`config.mk`:
```
export PLATFORM = sky130hd
export DESIGN_NAME = conv_scan_ctrl
export DESIGN_NICKNAME = d
export VERILOG_FILES = /design/src/rtl/conv_pkg.sv /design/src/rtl/serp_step.sv /design/src/rtl/conv_scan_ctrl.sv
export SDC_FILE = /design/constraint.sdc
export NUM_CORES = 1
export LEC_CHECK = 0
export ABC_AREA = 1
export CORE_ASPECT_RATIO = 0.6
export CORE_UTILIZATION = 55
export CTS_CLUSTER_SIZE = 14
export DETAILED_ROUTE_END_ITERATION = 6
export GPL_TIMING_DRIVEN = 0
export PLACE_DENSITY = 0.82
export SYNTH_ARGS = -nofsm -noshare
export SYNTH_HDL_FRONTEND = slang
export SYNTH_SLANG_ARGS = --single-unit
```
`constraint.sdc`:
```
create_clock -name clk -period 5.07 [get_ports clk]
set_input_delay 1.521 -clock clk [delete_from_list [all_inputs] [get_ports clk]]
set_output_delay 1.521 -clock clk [all_outputs]
set_load 0.05 [all_outputs]
```
`src/rtl/conv_pkg.sv`:
```
// Shared definitions for the sliding-window convolution path: move directions
// used by the scan controller, window memory and pixel_pos, plus scan states.
package conv_pkg;

    typedef logic [1:0] dir_t;

    localparam dir_t RIGHT = 2'b00;
    localparam dir_t LEFT  = 2'b01;
    localparam dir_t DOWN  = 2'b10;  // down after finishing a right-moving row
    localparam dir_t DOWN2 = 2'b11;  // down after finishing a left-moving row

    typedef enum logic [2:0] {
        ST_IDLE,
        ST_INIT,
        ST_FILL,
        ST_CAPTURE,
        ST_CONV,
        ST_FINISH
    } scan_state_e;

endpackage

```
`src/rtl/serp_step.sv`:
```
// Combinational serpentine stepper: from the current window position, yields
// the next position, the direction that applies there, and a final-window flag.
module serp_step
    import conv_pkg::*;
#(
    parameter int unsigned XW = 6,
    parameter int unsigned YW = 6
) (
    input  logic [XW-1:0] curr_x,
    input  logic [YW-1:0] curr_y,
    input  logic [XW-1:0] xl,
    input  logic [YW-1:0] yl,
    output logic [XW-1:0] next_x,
    output logic [YW-1:0] next_y,
    output logic [1:0]    next_dir,
    output logic          is_final
);

    // Even rows sweep right up to xl, odd rows sweep left down to 0, then step down.
    function automatic dir_t dir_at(input logic [XW-1:0] x, input logic [YW-1:0] y,
                                    input logic [XW-1:0] lim);
        dir_t d;
        if (!y[0]) begin
            d = (x < lim) ? RIGHT : DOWN;
        end else begin
            d = (x != '0) ? LEFT : DOWN2;
        end
        return d;
    endfunction

    dir_t cur_dir;

    always_comb begin
        cur_dir = dir_at(curr_x, curr_y, xl);
        next_x  = curr_x;
        next_y  = curr_y;
        case (cur_dir)
            RIGHT:   next_x = curr_x + XW'(1);
            LEFT:    next_x = curr_x - XW'(1);
            default: next_y = curr_y + YW'(1);
        endcase
    end

    assign next_dir = dir_at(next_x, next_y, xl);
    assign is_final = (curr_y == yl) && (curr_x == (yl[0] ? '0 : xl));

endmodule

```
`src/rtl/conv_scan_ctrl.sv`:
```
// Scan controller for the convolution datapath: walks the kernel window over the
// image in serpentine order and handshakes with the window memory and conv engine.
module conv_scan_ctrl
    import conv_pkg::*;
#(
    parameter int unsigned X_MAX      = 60,
    parameter int unsigned Y_MAX      = 60,
    parameter int unsigned MAX_KERNAL = 31
) (
    input  logic                       clk,
    input  logic                       n_rst,
    input  logic                       start,
    input  logic                       abort,
    input  logic [$clog2(X_MAX):0]     img_width,
    input  logic [$clog2(Y_MAX):0]     img_height,
    input  logic [7:0]                 kernel_size,
    input  logic                       new_sample_ready,
    input  logic                       conv_done,
    output logic                       new_trans,
    output logic                       new_sample_req,
    output logic [$clog2(X_MAX)-1:0]   curr_x,
    output logic [$clog2(Y_MAX)-1:0]   curr_y,
    output logic [1:0]                 next_dir,
    output logic                       conv_start,
    output logic [$clog2(X_MAX)-1:0]   out_x,
    output logic [$clog2(Y_MAX)-1:0]   out_y,
    output logic                       busy,
    output logic                       done,
    output logic                       cfg_err
);

    localparam int unsigned XW = $clog2(X_MAX);
    localparam int unsigned YW = $clog2(Y_MAX);

    scan_state_e   state_q, state_d;
    logic [XW-1:0] xl_q, xl_d;
    logic [YW-1:0] yl_q, yl_d;
    logic [XW-1:0] curr_x_q, curr_x_d;
    logic [YW-1:0] curr_y_q, curr_y_d;
    dir_t          next_dir_q, next_dir_d;
    logic [XW-1:0] out_x_q, out_x_d;
    logic [YW-1:0] out_y_q, out_y_d;
    logic          final_q, final_d;
    logic          fill_first_q, fill_first_d;
    logic          new_trans_q, new_trans_d;
    logic          new_sample_req_q, new_sample_req_d;
    logic          conv_start_q, conv_start_d;
    logic          done_q, done_d;
    logic          cfg_err_q, cfg_err_d;
    logic          busy_q, busy_d;

    logic [31:0]   k_ext, w_ext, h_ext;
    logic          cfg_bad;
    logic [XW-1:0] xl_new;
    logic [YW-1:0] yl_new;
    dir_t          init_dir;

    logic [XW-1:0] step_x;
    logic [YW-1:0] step_y;
    logic [1:0]    step_dir;
    logic          step_final;

    serp_step #(
        .XW (XW),
        .YW (YW)
    ) u_serp_step (
        .curr_x   (curr_x_q),
        .curr_y   (curr_y_q),
        .xl       (xl_q),
        .yl       (yl_q),
        .next_x   (step_x),
        .next_y   (step_y),
        .next_dir (step_dir),
        .is_final (step_final)
    );

    // Start-time configuration check and limit computation.
    always_comb begin
        k_ext   = 32'(kernel_size);
        w_ext   = 32'(img_width);
        h_ext   = 32'(img_height);
        cfg_bad = (k_ext == 32'd0) || !kernel_size[0] || (k_ext > MAX_KERNAL) ||
                  (k_ext > w_ext) || (k_ext > h_ext) ||
                  (w_ext > X_MAX) || (h_ext > Y_MAX);
        xl_new  = XW'(w_ext - k_ext);
        yl_new  = YW'(h_ext - k_ext);
        if (xl_new != '0) begin
            init_dir = RIGHT;
        end else if (yl_new != '0) begin
            init_dir = DOWN;
        end else begin
            init_dir = RIGHT;
        end
    end

    // Next-state and registered-output computation.
    always_comb begin
        state_d          = state_q;
        xl_d             = xl_q;
        yl_d             = yl_q;
        curr_x_d         = curr_x_q;
        curr_y_d         = curr_y_q;
        next_dir_d       = next_dir_q;
        out_x_d          = out_x_q;
        out_y_d          = out_y_q;
        final_d          = final_q;
        fill_first_d     = 1'b0;
        new_trans_d      = 1'b0;
        new_sample_req_d = 1'b0;
        conv_start_d     = 1'b0;
        done_d           = 1'b0;
        cfg_err_d        = 1'b0;

        if (abort) begin
            state_d = ST_IDLE;
        end else begin
            case (state_q)
                ST_IDLE: begin
                    if (start) begin
                        if (cfg_bad) begin
                            cfg_err_d = 1'b1;
                        end else begin
                            xl_d        = xl_new;
                            yl_d        = yl_new;
                            curr_x_d    = '0;
                            curr_y_d    = '0;
                            next_dir_d  = init_dir;
                            final_d     = 1'b0;
                            new_trans_d = 1'b1;
                            state_d     = ST_INIT;
                        end
                    end
                end
                ST_INIT: begin
                    fill_first_d = 1'b1;
                    state_d      = ST_FILL;
                end
                ST_FILL: begin
                    // A ready already high on the entry cycle belongs to the previous window.
                    if (!fill_first_q && new_sample_ready) begin
                        new_sample_req_d = 1'b1;
                        state_d          = ST_CAPTURE;
                    end
                end
                ST_CAPTURE: begin
                    out_x_d      = curr_x_q;
                    out_y_d      = curr_y_q;
                    final_d      = step_final;
                    if (!step_final) begin
                        curr_x_d   = step_x;
                        curr_y_d   = step_y;
                        next_dir_d = step_dir;
                    end
                    conv_start_d = 1'b1;
                    state_d      = ST_CONV;
                end
                ST_CONV: begin
                    if (conv_done) begin
                        if (final_q) begin
                            done_d  = 1'b1;
                            state_d = ST_FINISH;
                        end else begin
                            fill_first_d = 1'b1;
                            state_d      = ST_FILL;
                        end
                    end
                end
                ST_FINISH: begin
                    state_d = ST_IDLE;
                end
                default: begin
                    state_d = ST_IDLE;
                end
            endcase
        end

        busy_d = (state_d != ST_IDLE);
    end

    always_ff @(posedge clk) begin
        if (!n_rst) begin
            state_q          <= ST_IDLE;
            xl_q             <= '0;
            yl_q             <= '0;
            curr_x_q         <= '0;
            curr_y_q         <= '0;
            next_dir_q       <= RIGHT;
            out_x_q          <= '0;
            out_y_q          <= '0;
            final_q          <= 1'b0;
            fill_first_q     <= 1'b0;
            new_trans_q      <= 1'b0;
            new_sample_req_q <= 1'b0;
            conv_start_q     <= 1'b0;
            done_q           <= 1'b0;
            cfg_err_q        <= 1'b0;
            busy_q           <= 1'b0;
        end else begin
            state_q          <= state_d;
            xl_q             <= xl_d;
            yl_q             <= yl_d;
            curr_x_q         <= curr_x_d;
            curr_y_q         <= curr_y_d;
            next_dir_q       <= next_dir_d;
            out_x_q          <= out_x_d;
            out_y_q          <= out_y_d;
            final_q          <= final_d;
            fill_first_q     <= fill_first_d;
            new_trans_q      <= new_trans_d;
            new_sample_req_q <= new_sample_req_d;
            conv_start_q     <= conv_start_d;
            done_q           <= done_d;
            cfg_err_q        <= cfg_err_d;
            busy_q           <= busy_d;
        end
    end

    assign new_trans      = new_trans_q;
    assign new_sample_req = new_sample_req_q;
    assign curr_x         = curr_x_q;
    assign curr_y         = curr_y_q;
    assign next_dir       = next_dir_q;
    assign conv_start     = conv_start_q;
    assign out_x          = out_x_q;
    assign out_y          = out_y_q;
    assign busy           = busy_q;
    assign done           = done_q;
    assign cfg_err        = cfg_err_q;

endmodule

```
==> results by stage, run 1 <==
Drt:
- The detailed router placed 3,647 vias in this run.
- The mean routed wirelength per cell is 14.65 um.
- After detailed routing, the number of vias per cell comes to 5.435.
- The first routing iteration left 349 violations.
- The iteration count of the initial detailed-routing pass is 6.
- The number of design rule violations left after detail routing is 0.
- The total wire length is 9.831 mm.
- Once detail routing completed, the nets flagged for antenna violations numbered 0.

Logic synthesis:
- The async set or reset register ratio after synthesis is 0%.
- Synthesis produced 520 cells.
- The dominant combinational cell family by area after synthesis is simple AND/OR/NAND/NOR gates.
- The simple logic cell fraction of the synthesized area is 28.02%.
- The synthesized netlist devotes 14.82% of its cell area to compound gates.
- The netlist area before placement is 3631 um^2.
- The number of warning messages in the yosys log is 0.
- After synthesis, the share of cell area in mux cells is 0%.
- The fraction of the yosys area taken by sequential cells is 26.46%.
- The prevailing post-synth register cell is sky130_fd_sc_hd__dfxtp_1.
- The average cell area after synthesis is 6.983 um^2.
- The number of distinct library cells after synthesis is 45.
- The post-synthesis sequential element count is 48.
- After Yosys synthesis, full adders, half adders and majority gates account for 14.75% of the synthesized area.
- The net count after synthesis is 589.
- The xor and xnor fraction of the mapped netlist area is 5.065%.
- The number of enable flip-flop cells after synthesis is 0.

Worst hold path:
- The worst hold path belongs to the class reg2reg.
- Along the worst hold path, the cell count comes to 2.

Final layout:
- 0 antenna diodes ended up in the layout.
- The library cells used most frequently in the layout, excluding fill and tap cells, are 92 x sky130_fd_sc_hd__nand2_1, 79 x sky130_fd_sc_hd__inv_1, 60 x sky130_fd_sc_hd__nor2_1, 59 x sky130_fd_sc_hd__clkdlybuf4s50_1, 48 x sky130_fd_sc_hd__dfxtp_1.
- Leaving out fill and tap cells, the most frequent cell in the layout is sky130_fd_sc_hd__nand2_1.
- The relative area change from synthesis to final layout is 22.50%.
- The sequential cells in the finished layout cover a total of 960.9 um^2.
- The final net count is 655.
- The multi-input combinational cells in the finished layout cover a total of 2275 um^2.
- The proportion of layout cells with a drive suffix above 1 is 8.688%.
- Counting the fill cells in the layout gives 501.

Worst setup path:
- The worst setup path is captured at a register.
- The length in cells of the worst reg-to-reg path is 26.
- At the worst endpoint, the arrival time is 4.23 ns.
- The count of cell instances traversed by the critical path is 26.
- Data on the critical path is required at its endpoint by 5.28 ns.
- The worst-path cell with the longest stage delay is sky130_fd_sc_hd__dfxtp_1.
- The total buffers and inverters traversed by the critical path is 5.
- The biggest fanout along the worst timing path is 9.
- The critical path's most frequent cell is sky130_fd_sc_hd__nand2_1.
- The critical path's largest stage delay is 0.50 ns.
- The kind of start point of the critical path is a register.
- The critical path class is reg2reg.
- Among cell families on the critical path, the largest total delay comes from adder cells.

Timing:
- In this run the tightest slew margin relative to its limit is 57.11%.
- At the pin with the least slew margin, the transition time is 0.6433 ns.
- The count of endpoints failing hold in the final timing report came to 0.
- Hold is met by 0.4875 ns.
- The count of final setup violators is 0.
- Between clock sinks in the finished design, the worst skew comes to 0.009921 ns.
- The final max-slew violation count is 0.
- Across all setup checks in the final design, the least slack found is 1.049 ns.
- The clock period could shrink to 4.021 ns.
- The portion of the clock cycle consumed by the worst path in the final layout is 79.30%.
- The sum of negative setup slack is 0 ns.
- The maximum operating frequency is 248.7 MHz.
- Setup repair after global routing left no endpoint under its margin.

Outcome:
- The flow ran to the end, and the final reports show no timing, DRC or antenna violations.

Die:
- Once the floorplan was initialized, standard cells occupied 58.11% of the core.
- The vertical extent of the die is 64.94 um.
- The placeable core area is 6248 um^2.
- Row generation in the floorplan step produced 22 rows.
- The die area is 6941 um^2.
- Pin placement for this block handled 60 I/O pins.
- The die outline width is 106.9 um.

Clock tree:
- The insertion delay to the later sink of the worst-skew pair is 0.31 ns.
- The count of hold-fix buffers inserted at cts is 0.
- The TritonCTS buffer count is 5.
- The total of cells resized after clock tree synthesis is 0.
- The H-tree depth is 2.
- No sink is reached through more buffers than the 2 on the longest clock path.
- Clock-pin slew was measured on the worst setup and hold paths at 0.09 ns.
- The tree is rooted in a sky130_fd_sc_hd__clkbuf_8.
- The post-CTS setup repair buffer count is 0.
- The TritonCTS clock tree is done.
- The clock sink count is 48.

Pwr:
- The worst-case IR drop observed on VDD is 0.0001328 V.
- In this run the power density over the cells is 181.6 nW/um^2.
- The leakage component of the power is 0.002033 uW.

GRT:
- Entering global routing, the biggest net connects 16 pins.
- The global-route wire length before repair is 16.23 mm.
- The via count of the first global-routing pass was 3,334.
- Global routing finished with a remaining overflow of 0.
- The total global routing track utilization is 30.14%.
- The number of antenna violations at the first check in global routing is 0.

Run:
- The tool flagged a number of max-cap violations equal to 0.

Placed design:
- Port buffering added 59 buffers.
- The routability congestion estimate from global placement is 0.9526.
- The worst slack at placement is 0.9533 ns.
- The HPWL after detailed placement is 7.820 mm.
-- power breakdown --
part           internal [uW]  leakage, uW  switching, uW
clock network            162    0.0000614            139
logic                   54.9      0.00159           74.7
registers                377     0.000387          0.532
total                    594      0.00203            214
-- worst min-delay path: stages (launching register included) --
cell and delay, ns:
sky130_fd_sc_hd__dfxtp_1 0.32, sky130_fd_sc_hd__nand2_1 0.07, sky130_fd_sc_hd__a21oi_1 0.06
-- cells by family after synthesis --
group / count (synthesis)
xor gates and xnor gates: 21
adders and majority gates: 41
DFF: 48
buffers and inverters: 97
AOI/OAI and AO/OA: 92
and+or+nand+nor: 221
-- flip-flops by register name (all words and copies together) (netlist names) --
| name | flops |
|---|---|
| new_trans | 1 |
| done | 1 |
| new_sample_req | 1 |
| next_dir | 2 |
| out_y | 6 |
| cfg_err | 1 |
| conv_start | 1 |
| out_x | 6 |
| busy | 1 |
| fill_first_q | 1 |
| yl_q | 6 |
| state_q | 3 |
| final_q | 1 |
| xl_q | 6 |
| curr_x | 6 |
| curr_y | 5 |
-- metrics by stage --
| step | util (%) | instance area, um^2 | instances | total power, uW |
|---|---|---|---|---|
| 6_report | 71.19 | 4448 | 671 | 807.8 |
| 5_1_grt | 71.19 | 4448 | 671 | 838.2 |
| 4_1_cts | 71.19 | 4448 | 671 | 805.8 |
| 3_5_place_dp | 69.24 | 4327 | 663 | 512.8 |
| 3_3_place_gp | 69.24 | 4327 | 663 | 510.5 |
| 2_1_floorplan | - | 3631 | 520 | 464.7 |
-- final cells by class --
| class | count | area share [%] |
|---|---|---|
| multi-input combinational | 375 | 51.14 |
| clock buffer | 6 | 1.857 |
| timing repair buffer | 59 | 13.28 |
| clock inverter | 2 | 0.8720 |
| sequential | 48 | 21.60 |
| inverter | 87 | 7.426 |
| buffer | 10 | 1.463 |
| tap | 84 | 2.363 |
-- cell usage after synthesis (3+ instances only) --
master | n | share of area, %
sky130_fd_sc_hd__nor3_1 | 11 | 1.5
sky130_fd_sc_hd__nand3_1 | 26 | 3.6
sky130_fd_sc_hd__nor2_1 | 60 | 6.2
sky130_fd_sc_hd__nand4_1 | 6 | 1.0
sky130_fd_sc_hd__clkbuf_1 | 5 | 0.52
sky130_fd_sc_hd__fa_1 | 3 | 1.7
sky130_fd_sc_hd__nand2_2 | 12 | 2.1
sky130_fd_sc_hd__xnor2_1 | 5 | 1.2
sky130_fd_sc_hd__inv_2 | 6 | 0.62
sky130_fd_sc_hd__inv_1 | 79 | 8.2
sky130_fd_sc_hd__nand2_1 | 92 | 9.5
sky130_fd_sc_hd__nand3_2 | 3 | 0.83
sky130_fd_sc_hd__dfxtp_1 | 48 | 26
sky130_fd_sc_hd__xor2_1 | 16 | 3.9
sky130_fd_sc_hd__o21ai_0 | 30 | 4.1
sky130_fd_sc_hd__a21oi_2 | 7 | 1.7
sky130_fd_sc_hd__ha_1 | 38 | 13
sky130_fd_sc_hd__a21oi_1 | 35 | 4.8
sky130_fd_sc_hd__o21ai_1 | 4 | 0.55
-- routing by layer --
| layer | vias to the layer above | wire length [um] | GRT usage (%) |
|---|---|---|---|
| met4 | 0 | 48 | 5.308 |
| met2 | 178 | 3958 | 44.44 |
| met1 | 1654 | 4815 | 45.60 |
| li1 | 1809 | - | - |
| met3 | 6 | 1008 | 5.433 |
| met5 | - | 0 | 0 |
-- path summary, 6_finish.rpt --
| path | from | to | slack (ns) |
|---|---|---|---|
| worst max-delay path | xl_q[5]$_SDFFE_PN0P_ | next_dir[1]$_SDFFE_PN0P_ | 1.05 |
| worst min-delay path | yl_q[2]$_SDFFE_PN0P_ | yl_q[2]$_SDFFE_PN0P_ | 0.49 |
| worst max register to register | xl_q[5]$_SDFFE_PN0P_ | next_dir[1]$_SDFFE_PN0P_ | 1.05 |
| worst min register to register | yl_q[2]$_SDFFE_PN0P_ | yl_q[2]$_SDFFE_PN0P_ | 0.49 |
(Power assumes the default switching activity.)
==> inputs of run 2 (changes only) <==
--- a/config.mk
+++ b/config.mk
@@ -7,11 +7,11 @@
 export LEC_CHECK = 0
 export ABC_AREA = 1
 export CORE_ASPECT_RATIO = 0.6
-export CORE_UTILIZATION = 55
+export CORE_UTILIZATION = 49
 export CTS_CLUSTER_SIZE = 14
 export DETAILED_ROUTE_END_ITERATION = 6
 export GPL_TIMING_DRIVEN = 0
-export PLACE_DENSITY = 0.82
+export PLACE_DENSITY = 0.77
 export SYNTH_ARGS = -nofsm -noshare
 export SYNTH_HDL_FRONTEND = slang
 export SYNTH_SLANG_ARGS = --single-unit
==> constraint.sdc (replaced) <==
create_clock -name clk -period 3.55 [get_ports clk]
set_input_delay 1.065 -clock clk [delete_from_list [all_inputs] [get_ports clk]]
set_output_delay 1.065 -clock clk [all_outputs]
set_load 0.05 [all_outputs]
==> run 2 against run 1 <==
Register-to-register slack worse by 0.91 ns. Clock power is 100% higher. Sequential power increased by 42%. Flip-flop and latch count stayed put. Clock skew shrank 0.0063 ns. Utilization shrank 2.2 points. Routed wire length grew 5.3%. Largest power group is now clock. Highest routed layer unchanged.
==> results by stage, run 2 (same netlist as run 1, synthesis figures left out) <==
Drt:
- The mean routed wirelength per cell is 15.12 um.
- The routed design has 10.36 mm of wire.
- The detail route stage leaves a number of antenna-violating nets equal to 0.
- For this run, design rule violations remaining after detail routing come to 0.
- In the routed layout, each cell is associated on average with a via count of 5.441.
- The first routing iteration left 284 violations.
- The iteration count of the initial detailed-routing pass is 5.
- The routed via count is 3,727.

Die:
- In this run the vertical extent of the chip is 68.68 um.
- The die area is 7770 um^2.
- For this configuration, the core starts out at a cell density of 52.57%.
- The number of rows created at floorplan is 23.
- 60 I/O pins were placed.
- The placeable core area is 6907 um^2.
- The die outline width is 113.1 um.

Worst setup path:
- Counting cells, the worst reg-to-reg path comes to 26.
- The critical path in this run is classified as reg2reg.
- The kind of end point of the critical path is a register.
- At the worst endpoint, the arrival time is 3.63 ns.
- In this run the critical register-to-register path is launched from xl_q[5]$_SDFFE_PN0P_.
- The capturing point of the worst reg2reg path is next_dir[1]$_SDFFE_PN0P_.
- Of all nets on the critical path, the largest fanout is 6.
- The worst setup path is launched from a register.
- Setup slack on the worst reg-to-reg path comes out at 0.14 ns.
- The required time at the endpoint of the critical path is 3.77 ns.

GRT:
- The pin count of the biggest net entering global routing is 15.
- The via count of the first global-routing pass was 3,321.
- The number of antenna violations at the first check in global routing is 0.
- The global-route wire length before repair is 16.15 mm.
- Global routing used 27.05% of the available tracks.
- The global route total overflow is 0.

Timing:
- The count of endpoints failing hold in the final timing report came to 0.
- In the post-route analysis, the smallest setup slack over all paths is 0.1424 ns.
- For the pin with the worst max-slew slack, the measured transition is 0.6366 ns.
- The time the worst path needs with I/O delays and setup is 3.408 ns.
- The count of final setup violators is 0.
- The final max-slew violation count is 0.
- The maximum operating frequency is 293.5 MHz.
- Of the available clock period, the critical path in the final layout requires 95.99%.
- The worst pin sits at a relative slew slack of 57.56%.
- Setup repair after global routing could not meet its margin everywhere.
- On the final layout, the worst clock skew is 0.003655 ns.

Worst hold path:
- The launch point of the worst hold path is yl_q[2]$_SDFFE_PN0P_.
- The depth of the worst hold-timing path is 2.
- The min-delay analysis places its worst path in the category reg2reg.
- The path with the worst hold slack has its endpoint at yl_q[2]$_SDFFE_PN0P_.

Clock tree:
- The clock sink count is 48.
- The maximum buffer depth of the clock tree is 2.
- TritonCTS created 5 clock buffers.
- The insertion delay to the later sink of the worst-skew pair is 0.29 ns.
- The count of hold-fix buffers inserted at cts is 0.
- TritonCTS built the clock tree.
- The H-tree depth is 2.
- The buffer type at the clock tree root is sky130_fd_sc_hd__clkbuf_16.
- After clock tree synthesis, the clock-pin slew on the worst setup and hold paths is 0.06 ns.

Pwr:
- After layout, the design draws a total of 1332 uW.
- Power spread over the standard cell area amounts to 279.4 nW/um^2.
- Summed over all cells, the static leakage comes to 0.002114 uW.
- The worst ir drop on vdd is 0.0002637 V.

Final layout:
- The number of diodes added for antenna fixing is 0.
- Leaving out fill and tap cells, the most frequent cells in the layout are 89 x sky130_fd_sc_hd__nand2_1, 75 x sky130_fd_sc_hd__inv_1, 60 x sky130_fd_sc_hd__nor2_1, 59 x sky130_fd_sc_hd__clkdlybuf4s50_1, 40 x sky130_fd_sc_hd__dfxtp_1.
- The relative area change from synthesis to final layout is 31.29%.
- The post-route netlist has 15.38% of its cells at a drive strength greater than 1.
- For this run, the share of the core covered by cells in the final layout is 69.02%.
- The finished layout holds 685 standard cells, fillers aside.
- After routing the design area is 4767 um^2.
- The final net count is 667.
- The most common cell after layout, fill and taps aside is sky130_fd_sc_hd__nand2_1.

Placed design:
- The worst slack at placement is -0.3246 ns.
- Once placement finished, the instance area stood at 4334 um^2.
- The HPWL after detailed placement is 7.782 mm.
- During placement, the flow inserted port buffers numbering 59.
- Once placement completed, the tool counted placed cells totaling 666.
- The routability congestion estimate from global placement is 0.9050.

Run:
- Max-cap violations in this run came to 0.

Outcome:
- The run finished with clean final reports.
==> run 2: worst max path at each step <==
stage | startpoint | to | slack (ns) | cells after the start
4_1_cts | xl_q[4]$_SDFFE_PN0P_ | next_dir[1]$_SDFFE_PN0P_ | 0.01 | 26
5_1_grt | curr_x[1]$_SDFFE_PN0P_ | next_dir[1]$_SDFFE_PN0P_ | -0.07 | 25
3_3_place_gp | xl_q[5]$_SDFFE_PN0P_ | next_dir[1]$_SDFFE_PN0P_ | -0.24 | 26
6_report | xl_q[5]$_SDFFE_PN0P_ | next_dir[1]$_SDFFE_PN0P_ | 0.14 | 26
2_1_floorplan | curr_x[2]$_SDFFE_PN0P_ | next_dir[1]$_SDFFE_PN0P_ | 0.06 | 25
3_5_place_dp | xl_q[5]$_SDFFE_PN0P_ | next_dir[1]$_SDFFE_PN0P_ | -0.32 | 26
==> run 2: repair_timing <==
action	4_1_cts	5_1_grt
setup endpoints to repair	1	10
resized for setup	6	30
pin swaps	0	10
setup buffers	2	10
==> run 2: final cells by class <==
| class | count | area [um^2] |
|---|---|---|
| plain buffers | 10 | 65.06 |
| clock buffers | 5 | 125.1 |
| clock inverters | 2 | 60.06 |
| fillers | 563 | 2140 |
| inverters | 87 | 344.1 |
| multi-input cells | 375 | 2407 |
| flip-flops and latches | 48 | 975.9 |
| well taps | 87 | 108.9 |
| repair buffers | 71 | 680.7 |
==> run 2: critical path: stages (launching register included) <==
cell and delay (ns):
sky130_fd_sc_hd__dfxtp_4 0.37, sky130_fd_sc_hd__inv_1 0.08, sky130_fd_sc_hd__ha_4 0.27, sky130_fd_sc_hd__nand2_1 0.06
sky130_fd_sc_hd__nor2_1 0.10, sky130_fd_sc_hd__nand2_1 0.07, sky130_fd_sc_hd__nand2_2 0.09, sky130_fd_sc_hd__nand2_4 0.08
sky130_fd_sc_hd__nand2_8 0.11, sky130_fd_sc_hd__clkinv_8 0.07, sky130_fd_sc_hd__ha_4 0.18, sky130_fd_sc_hd__ha_1 0.27
sky130_fd_sc_hd__nand2_1 0.06, sky130_fd_sc_hd__nand2_2 0.08, sky130_fd_sc_hd__nand2_1 0.08, sky130_fd_sc_hd__xor2_2 0.20
sky130_fd_sc_hd__nand2_1 0.09, sky130_fd_sc_hd__o21ai_2 0.08, sky130_fd_sc_hd__inv_2 0.08, sky130_fd_sc_hd__ha_4 0.27
sky130_fd_sc_hd__a21o_1 0.14, sky130_fd_sc_hd__nand2_1 0.07, sky130_fd_sc_hd__nand3_1 0.10, sky130_fd_sc_hd__nand2_1 0.05
sky130_fd_sc_hd__nand2_1 0.06, sky130_fd_sc_hd__nand2_1 0.06, sky130_fd_sc_hd__a21oi_2 0.16
==> run 2: metrics by stage <==
stage	hold WS (ns)	setup TNS, ns
2_1_floorplan	0.4453	0
3_3_place_gp	0.4577	-0.3892
3_5_place_dp	0.4598	-1.271
4_1_cts	0.4690	0
5_1_grt	0.4922	-0.07146
6_report	0.4708	0
==> run 2: routing by layer <==
layer / track usage (%) / share of wire (%) / vias up
li1: - / - / 1838
met2: 42.41 / 42 / 183
met1: 39.16 / 47 / 1691
met4: 7.072 / 1.0 / 0
met3: 3.846 / 9.1 / 15
met5: 0 / 0 / -
==> run 2: where the power goes <==
part	internal [uW]	total, uW	switching, uW
Sequential	538	538	0.932
Combinational	80.6	190	110
Clock	400	603	203
Total	1020	1330	314
